## src/rtl/gmii_tx_framer.sv

```systemverilog
// GMII transmit framer: preamble/SFD insertion, short-frame padding,
// CRC-32 FCS append and inter-packet gap enforcement, one byte per clock.
module gmii_tx_framer #(
  parameter int MIN_FRAME      = 60,
  parameter int IPG_BYTES      = 12,
  parameter int PREAMBLE_BYTES = 7
) (
  input  logic       gmii_txc,
  input  logic       reset,
  input  logic [7:0] tx_data,
  input  logic       tx_valid,
  input  logic       tx_last,
  output logic       tx_ready,
  output logic       gmii_txen,
  output logic [7:0] gmii_txd,
  output logic       busy,
  output logic       frame_done,
  output logic       tx_underrun
);

  localparam logic [10:0] MIN_COUNT      = 11'(MIN_FRAME);
  localparam logic [15:0] PRE_LAST       = 16'(PREAMBLE_BYTES - 1);
  localparam logic [15:0] IPG_LAST       = 16'(IPG_BYTES);
  localparam bit          SHORT_PREAMBLE = (PREAMBLE_BYTES <= 1);

  typedef enum logic [2:0] {IDLE, PREAMBLE, SFD, DATA, PAD, FCS, IPG} state_t;

  state_t      state;
  logic [10:0] count;      // data+pad bytes sent, saturating
  logic [15:0] step;       // preamble / FCS byte / gap position
  logic [31:0] crc;
  logic        bad;        // underrun seen: send inverted FCS

  logic [7:0]  crc_data;
  logic [31:0] crc_upd;
  logic [31:0] fcs_word;
  logic [7:0]  fcs_byte;
  logic [10:0] count_inc;

  // Byte-wide reflected CRC-32 update (poly 0xEDB88320), unrolled by synthesis.
  function automatic logic [31:0] crc32_byte(input logic [31:0] crc_in, input logic [7:0] data);
    logic [31:0] c;
    c = crc_in ^ {24'h0, data};
    for (int i = 0; i < 8; i++) begin
      c = c[0] ? ((c >> 1) ^ 32'hEDB88320) : (c >> 1);
    end
    return c;
  endfunction

  // Pad bytes are zero; otherwise the CRC follows the accepted source byte.
  assign crc_data  = (state == PAD) ? 8'h00 : tx_data;
  assign crc_upd   = crc32_byte(crc, crc_data);
  assign count_inc = (count == 11'h7FF) ? count : count + 11'd1;
  assign fcs_word  = bad ? crc : ~crc;
  assign tx_ready  = (state == DATA);
  assign busy      = (state != IDLE);

  // Select the FCS byte for the current position, least significant first.
  always_comb begin
    fcs_byte = fcs_word[7:0];
    case (step[1:0])
      2'd1:    fcs_byte = fcs_word[15:8];
      2'd2:    fcs_byte = fcs_word[23:16];
      2'd3:    fcs_byte = fcs_word[31:24];
      default: fcs_byte = fcs_word[7:0];
    endcase
  end

  // Framing state machine with registered GMII outputs and status pulses.
  always_ff @(posedge gmii_txc or posedge reset) begin
    if (reset) begin
      state       <= IDLE;
      count       <= 11'd0;
      step        <= 16'd0;
      crc         <= 32'hFFFFFFFF;
      bad         <= 1'b0;
      gmii_txen   <= 1'b0;
      gmii_txd    <= 8'h00;
      frame_done  <= 1'b0;
      tx_underrun <= 1'b0;
    end else begin
      frame_done  <= 1'b0;
      tx_underrun <= 1'b0;
      case (state)
        IDLE: begin
          gmii_txen <= 1'b0;
          gmii_txd  <= 8'h00;
          crc       <= 32'hFFFFFFFF;
          count     <= 11'd0;
          bad       <= 1'b0;
          step      <= 16'd1;
          if (tx_valid) begin
            // First preamble byte goes out on this edge.
            gmii_txen <= 1'b1;
            gmii_txd  <= 8'h55;
            state     <= SHORT_PREAMBLE ? SFD : PREAMBLE;
          end
        end
        PREAMBLE: begin
          gmii_txd <= 8'h55;
          if (step == PRE_LAST) begin
            state <= SFD;
            step  <= 16'd0;
          end else begin
            step <= step + 16'd1;
          end
        end
        SFD: begin
          gmii_txd <= 8'hD5;
          state    <= DATA;
        end
        DATA: begin
          step <= 16'd0;
          if (tx_valid) begin
            gmii_txd <= tx_data;
            crc      <= crc_upd;
            count    <= count_inc;
            if (tx_last) begin
              state <= (count_inc < MIN_COUNT) ? PAD : FCS;
            end
          end else begin
            // Source starved: close the frame with a deliberately bad FCS.
            gmii_txd    <= 8'h00;
            tx_underrun <= 1'b1;
            bad         <= 1'b1;
            state       <= FCS;
          end
        end
        PAD: begin
          gmii_txd <= 8'h00;
          crc      <= crc_upd;
          count    <= count_inc;
          if (count_inc >= MIN_COUNT) begin
            state <= FCS;
          end
        end
        FCS: begin
          gmii_txd <= fcs_byte;
          if (step == 16'd3) begin
            state <= IPG;
            step  <= 16'd0;
          end else begin
            step <= step + 16'd1;
          end
        end
        IPG: begin
          gmii_txen  <= 1'b0;
          gmii_txd   <= 8'h00;
          frame_done <= (step == 16'd0);
          if (step == IPG_LAST) begin
            state <= IDLE;
            step  <= 16'd0;
          end else begin
            step <= step + 16'd1;
          end
        end
        default: state <= IDLE;
      endcase
    end
  end

endmodule

```

## config.mk

```make
export PLATFORM = sky130hd
export DESIGN_NAME = gmii_tx_framer
export DESIGN_NICKNAME = d
export VERILOG_FILES = /design/src/rtl/gmii_tx_framer.sv
export SDC_FILE = /design/constraint.sdc
export NUM_CORES = 1
export LEC_CHECK = 0
export CAP_MARGIN = 20
export CORE_ASPECT_RATIO = 2
export CORE_MARGIN = 5
export CORE_UTILIZATION = 55
export DETAILED_ROUTE_END_ITERATION = 8
export PLACE_DENSITY_LB_ADDON = 0.3
export SLEW_MARGIN = 40
export SYNTH_ARGS = -nofsm -noshare
export SYNTH_HDL_FRONTEND = slang
export SYNTH_SLANG_ARGS = --single-unit
export TNS_END_PERCENT = 50
```

## constraint.sdc

```tcl
create_clock -name gmii_txc -period 2.5 [get_ports gmii_txc]
set_input_delay 0.5 -clock gmii_txc [delete_from_list [all_inputs] [get_ports gmii_txc]]
set_output_delay 0.5 -clock gmii_txc [all_outputs]
set_load 0.02 [all_outputs]
```

==> report_table.html <==
<table>
<tr><th>Metric</th><th>Value</th></tr>
<tr><th colspan="2">Place</th></tr>
<tr><td>Routability congestion estimate</td><td>1.00</td></tr>
<tr><td>Worst setup slack after placement</td><td>52.7 ps</td></tr>
<tr><td>Count of buffers from port buffering</td><td>24</td></tr>
<tr><td>Area after DPL</td><td>0.00558 mm^2</td></tr>
<tr><td>Detailed Place HPWL</td><td>10.9 mm</td></tr>
<tr><th colspan="2">Final layout</th></tr>
<tr><td>Area added between synthesis and finish</td><td>17.4%</td></tr>
<tr><td>Core Util, Final</td><td>65.9%</td></tr>
<tr><td>Total Nets Final</td><td>621</td></tr>
<tr><td>Ratio of cells with drive above 1 in the final layout</td><td>18.1%</td></tr>
<tr><td>Filler cell count in the final layout</td><td>763</td></tr>
<tr><td>Area occupied by multi-input gates</td><td>0.00292 mm^2</td></tr>
<tr><td>Final design area excluding fillers</td><td>0.00589 mm^2</td></tr>
<tr><td>ANT cells</td><td>0</td></tr>
<tr><td>Seq. cell area</td><td>0.00189 mm^2</td></tr>
<tr><th colspan="2">Clock tree</th></tr>
<tr><td>Source-to-sink clock delay at the later pin of the worst-skew pair</td><td>340 ps</td></tr>
<tr><td>Clock-pin slew on the worst setup and hold paths</td><td>60 ps</td></tr>
<tr><td>TritonCTS Buffers</td><td>9</td></tr>
<tr><td>Post-CTS setup-driven buffer insertion count</td><td>0</td></tr>
<tr><td>Total number of clock tree sinks</td><td>74</td></tr>
<tr><td>CTS tree</td><td>yes</td></tr>
<tr><td>Depth of the CTS H-tree</td><td>3</td></tr>
<tr><td>Cell at the root of the clock tree</td><td>clkbuf_16</td></tr>
<tr><td>Largest buffer count on any clock path</td><td>2</td></tr>
<tr><th colspan="2">Detailed routing</th></tr>
<tr><td>Post-DRT Antenna Nets</td><td>0</td></tr>
<tr><td>Post-detailed-routing wire length</td><td>14.5 mm</td></tr>
<tr><td>Avg WL per Cell</td><td>20.4 um</td></tr>
<tr><td>Number of design rule violations left after detail routing</td><td>0</td></tr>
<tr><td>Number of DRC markers in iteration 0</td><td>295</td></tr>
<tr><td>Detailed Routing Iterations Pass 1</td><td>7</td></tr>
<tr><td>Average via count per standard cell</td><td>6.35</td></tr>
<tr><td>Via count</td><td>4505</td></tr>
<tr><th colspan="2">Yosys</th></tr>
<tr><td>Synth warn</td><td>0</td></tr>
<tr><td>Share of flip-flops with an asynchronous set or reset</td><td>100%</td></tr>
<tr><td>Post-Synthesis Cell Area</td><td>0.00502 mm^2</td></tr>
<tr><td>Post-synth net total</td><td>580</td></tr>
<tr><td>Top flip-flop cell by instance count after synthesis</td><td>dfrtp_1</td></tr>
<tr><td>Number of enable-type register cells in the synthesized netlist</td><td>0</td></tr>
<tr><td>Synth Register Bits</td><td>74</td></tr>
<tr><td>Fraction of synthesized cell area taken by the top area cell type</td><td>20.9%</td></tr>
<tr><td>Cells after Synth</td><td>562</td></tr>
<tr><td>Most numerous cell types in the synthesized netlist</td><td>nor2_1, nand2_1, a21oi_1, xnor2_1, dfrtp_1</td></tr>
<tr><td>Cell taking the most area after synthesis</td><td>dfrtp_1</td></tr>
<tr><td>Post-Synthesis Mean Instance Area</td><td>8.93 um^2</td></tr>
<tr><td>Largest cells by area after synthesis</td><td>dfrtp_1, dfstp_2, xnor2_1</td></tr>
<tr><td>Synth cell types</td><td>58</td></tr>
<tr><td>Sequential area share after synthesis</td><td>37.7%</td></tr>
<tr><td>Library cell with the highest instance count after synthesis</td><td>nor2_1</td></tr>
<tr><th colspan="2">Timing</th></tr>
<tr><td>Final setup fails</td><td>0</td></tr>
<tr><td>Worst Clk Skew</td><td>4.33 ps</td></tr>
<tr><td>Worst slew margin</td><td>54.9%</td></tr>
<tr><td>Clock period minus worst slack</td><td>2330 ps</td></tr>
<tr><td>Share of the clock period used by the worst path after layout</td><td>93.4%</td></tr>
<tr><td>Achievable clock frequency</td><td>0.428 GHz</td></tr>
<tr><td>Pins Over Slew Limit</td><td>0</td></tr>
<tr><td>Accumulated negative setup slack</td><td>0 ps</td></tr>
<tr><td>Actual transition at the worst max-transition pin</td><td>673 ps</td></tr>
<tr><td>Endpoints failing hold</td><td>0</td></tr>
<tr><td>Setup repair after global routing missed its margin</td><td>false</td></tr>
<tr><td>Smallest setup slack after layout</td><td>166 ps</td></tr>
<tr><th colspan="2">Global route</th></tr>
<tr><td>Met2 routing resource usage after global routing</td><td>46.0%</td></tr>
<tr><td>Top Usage Layer GRT</td><td>met2</td></tr>
<tr><td>Pin count of the biggest net entering global routing</td><td>75</td></tr>
<tr><td>Via count of the first global-routing pass</td><td>4627</td></tr>
<tr><td>Sum of overflow across all layers after global routing</td><td>0</td></tr>
<tr><td>Number of antenna violations at the first check in global routing</td><td>0</td></tr>
<tr><td>Met1 usage</td><td>27.0%</td></tr>
<tr><td>Global-route wire length before repair</td><td>23.6 mm</td></tr>
<tr><td>GR met3 Demand/Resource</td><td>4.90%</td></tr>
<tr><td>Aggregate global-route resource usage</td><td>26.5%</td></tr>
<tr><th colspan="2">Critical path</th></tr>
<tr><td>Kind of start point of the critical path</td><td>flop</td></tr>
<tr><td>Required arrival time at the worst endpoint</td><td>2000 ps</td></tr>
<tr><td>Highest fanout seen on the critical path</td><td>15</td></tr>
<tr><td>Data arrival time at the worst-slack endpoint</td><td>1830 ps</td></tr>
<tr><td>Path type of the worst setup path</td><td>reg -&gt; out</td></tr>
<tr><td>Critical path endpoint category</td><td>output pin</td></tr>
<tr><th colspan="2">Power and ir drop</th></tr>
<tr><td>Power density normalized to cell area</td><td>1700 mW/mm^2</td></tr>
<tr><td>Total power</td><td>10.0 mW</td></tr>
<tr><td>Leak</td><td>2.39 nW</td></tr>
<tr><td>Worst-case vdd ir drop</td><td>1.07 mV</td></tr>
<tr><th colspan="2">Die</th></tr>
<tr><td>Area of the die</td><td>0.0113 mm^2</td></tr>
<tr><td>I/O Pins</td><td>25</td></tr>
<tr><td>Core footprint</td><td>0.00895 mm^2</td></tr>
<tr><td>Std-Cell Rows</td><td>49</td></tr>
<tr><td>Die height</td><td>145 um</td></tr>
<tr><td>Starting density of the core</td><td>56.1%</td></tr>
<tr><td>Overall die width</td><td>77.6 um</td></tr>
<tr><th colspan="2">Run</th></tr>
<tr><td>Max_cap viols</td><td>0</td></tr>
<tr><th colspan="2">Status</th></tr>
<tr><td>Run status</td><td>completed</td></tr>
<tr><th colspan="2">Hold path</th></tr>
<tr><td>Hold Path Class</td><td>reg -&gt; reg</td></tr>
</table>
flip-flops by register name (all words and copies together), names as in the netlist:
register and count:
gmii_txd 8, gmii_txen 1, count 11, step 16, tx_underrun 1, crc 32, bad 1, state 3
frame_done 1
cell type report:
| type | count | area share, % |
|---|---|---|
| repair buffers | 65 | 9.76 |
| clock inverters | 6 | 1.40 |
| well taps | 102 | 2.17 |
| flip-flops and latches | 74 | 32.1 |
| multi-input cells | 436 | 49.6 |
| inverters | 17 | 1.08 |
| clock buffers | 10 | 3.88 |
kinds of logic after synthesis:
logic type,Yosys count,synth area share (%)
buf+inv,52,4.29
compound gates,169,22.1
fa+ha+maj,6,1.50
flops,74,37.7
xor+xnor,86,18.4
simple gates,175,16.0
path summary, 6_finish.rpt:
kind	from	to	slack (ps)	cells after the start
setup / recovery	state[1]	tx_ready	170	4
hold / removal	gmii_txen	gmii_txen	520	1
setup reg to reg	step[0]	gmii_txd[6]	170	8
hold reg to reg	gmii_txen	gmii_txen	520	1
max in group asynchronous	reset	crc[29]	1580	3
min in group asynchronous	reset	count[3]	560	3
cells in the final DEF, fill, tap and decap left out, types with 3 or more instances in the layout:
cell type,Yosys,routed
nor2_1,58,58
nand2_1,54,54
a21oi_1,50,50
xnor2_1,45,45
dfrtp_1,42,42
buf_4,1,39
dfstp_2,32,32
o21ai_0,30,30
xor2_1,25,25
clkdlybuf4s50_1,0,23
nand3_1,16,16
a31oi_1,13,13
inv_1,13,12
a221o_1,12,12
o211ai_1,9,9
clkbuf_16,0,9
o221ai_1,8,8
o22ai_1,9,8
and3_1,7,7
nor3_1,7,7
xor2_2,6,6
nor4_1,6,6
o31ai_1,6,6
ha_1,6,6
o22a_1,5,5
a22oi_1,5,5
a21o_1,5,5
or3_1,5,5
xnor2_2,4,4
clkinv_1,4,4
nand2b_1,4,4
nand3b_1,4,4
xor3_1,3,3
and2_1,3,3
nand4_1,3,3
clkinv_2,0,3
report_power, final:
part	internal (mW)	leakage (nW)	switching, mW
logic	2.97	1.33	3.50
registers	1.74	0.902	0.460
clock network	0.868	0.152	0.504
total	5.58	2.39	4.46
per-stage QoR:
step | instances | hold slack, ps
6_report | 710 | 518
5_1_grt | 710 | 533
4_1_cts | 710 | 519
3_5_place_dp | 694 | 503
3_3_place_gp | 694 | 488
2_1_floorplan | 562 | 473
worst max-delay path: stages (launching register included):
cell             delay, ps
dfrtp_1                450
buf_4                  250
nand2_1                100
nor2_1                  90
clkdlybuf4s50_1        610
routing by layer:
| layer | share of wire, % | routed length [um] |
|---|---|---|
| met4 | 8.1 | 1170 |
| met5 | 0 | 0 |
| met2 | 54 | 7850 |
| met1 | 33 | 4840 |
| met3 | 4.2 | 607 |
timing repair:
item,in CTS,in global routing
gates resized for setup,0,1
hold buffers,0,0
endpoints found under the setup margin,0,1
endpoints found under the hold margin,0,0
Power figures use the tool's default switching activity.
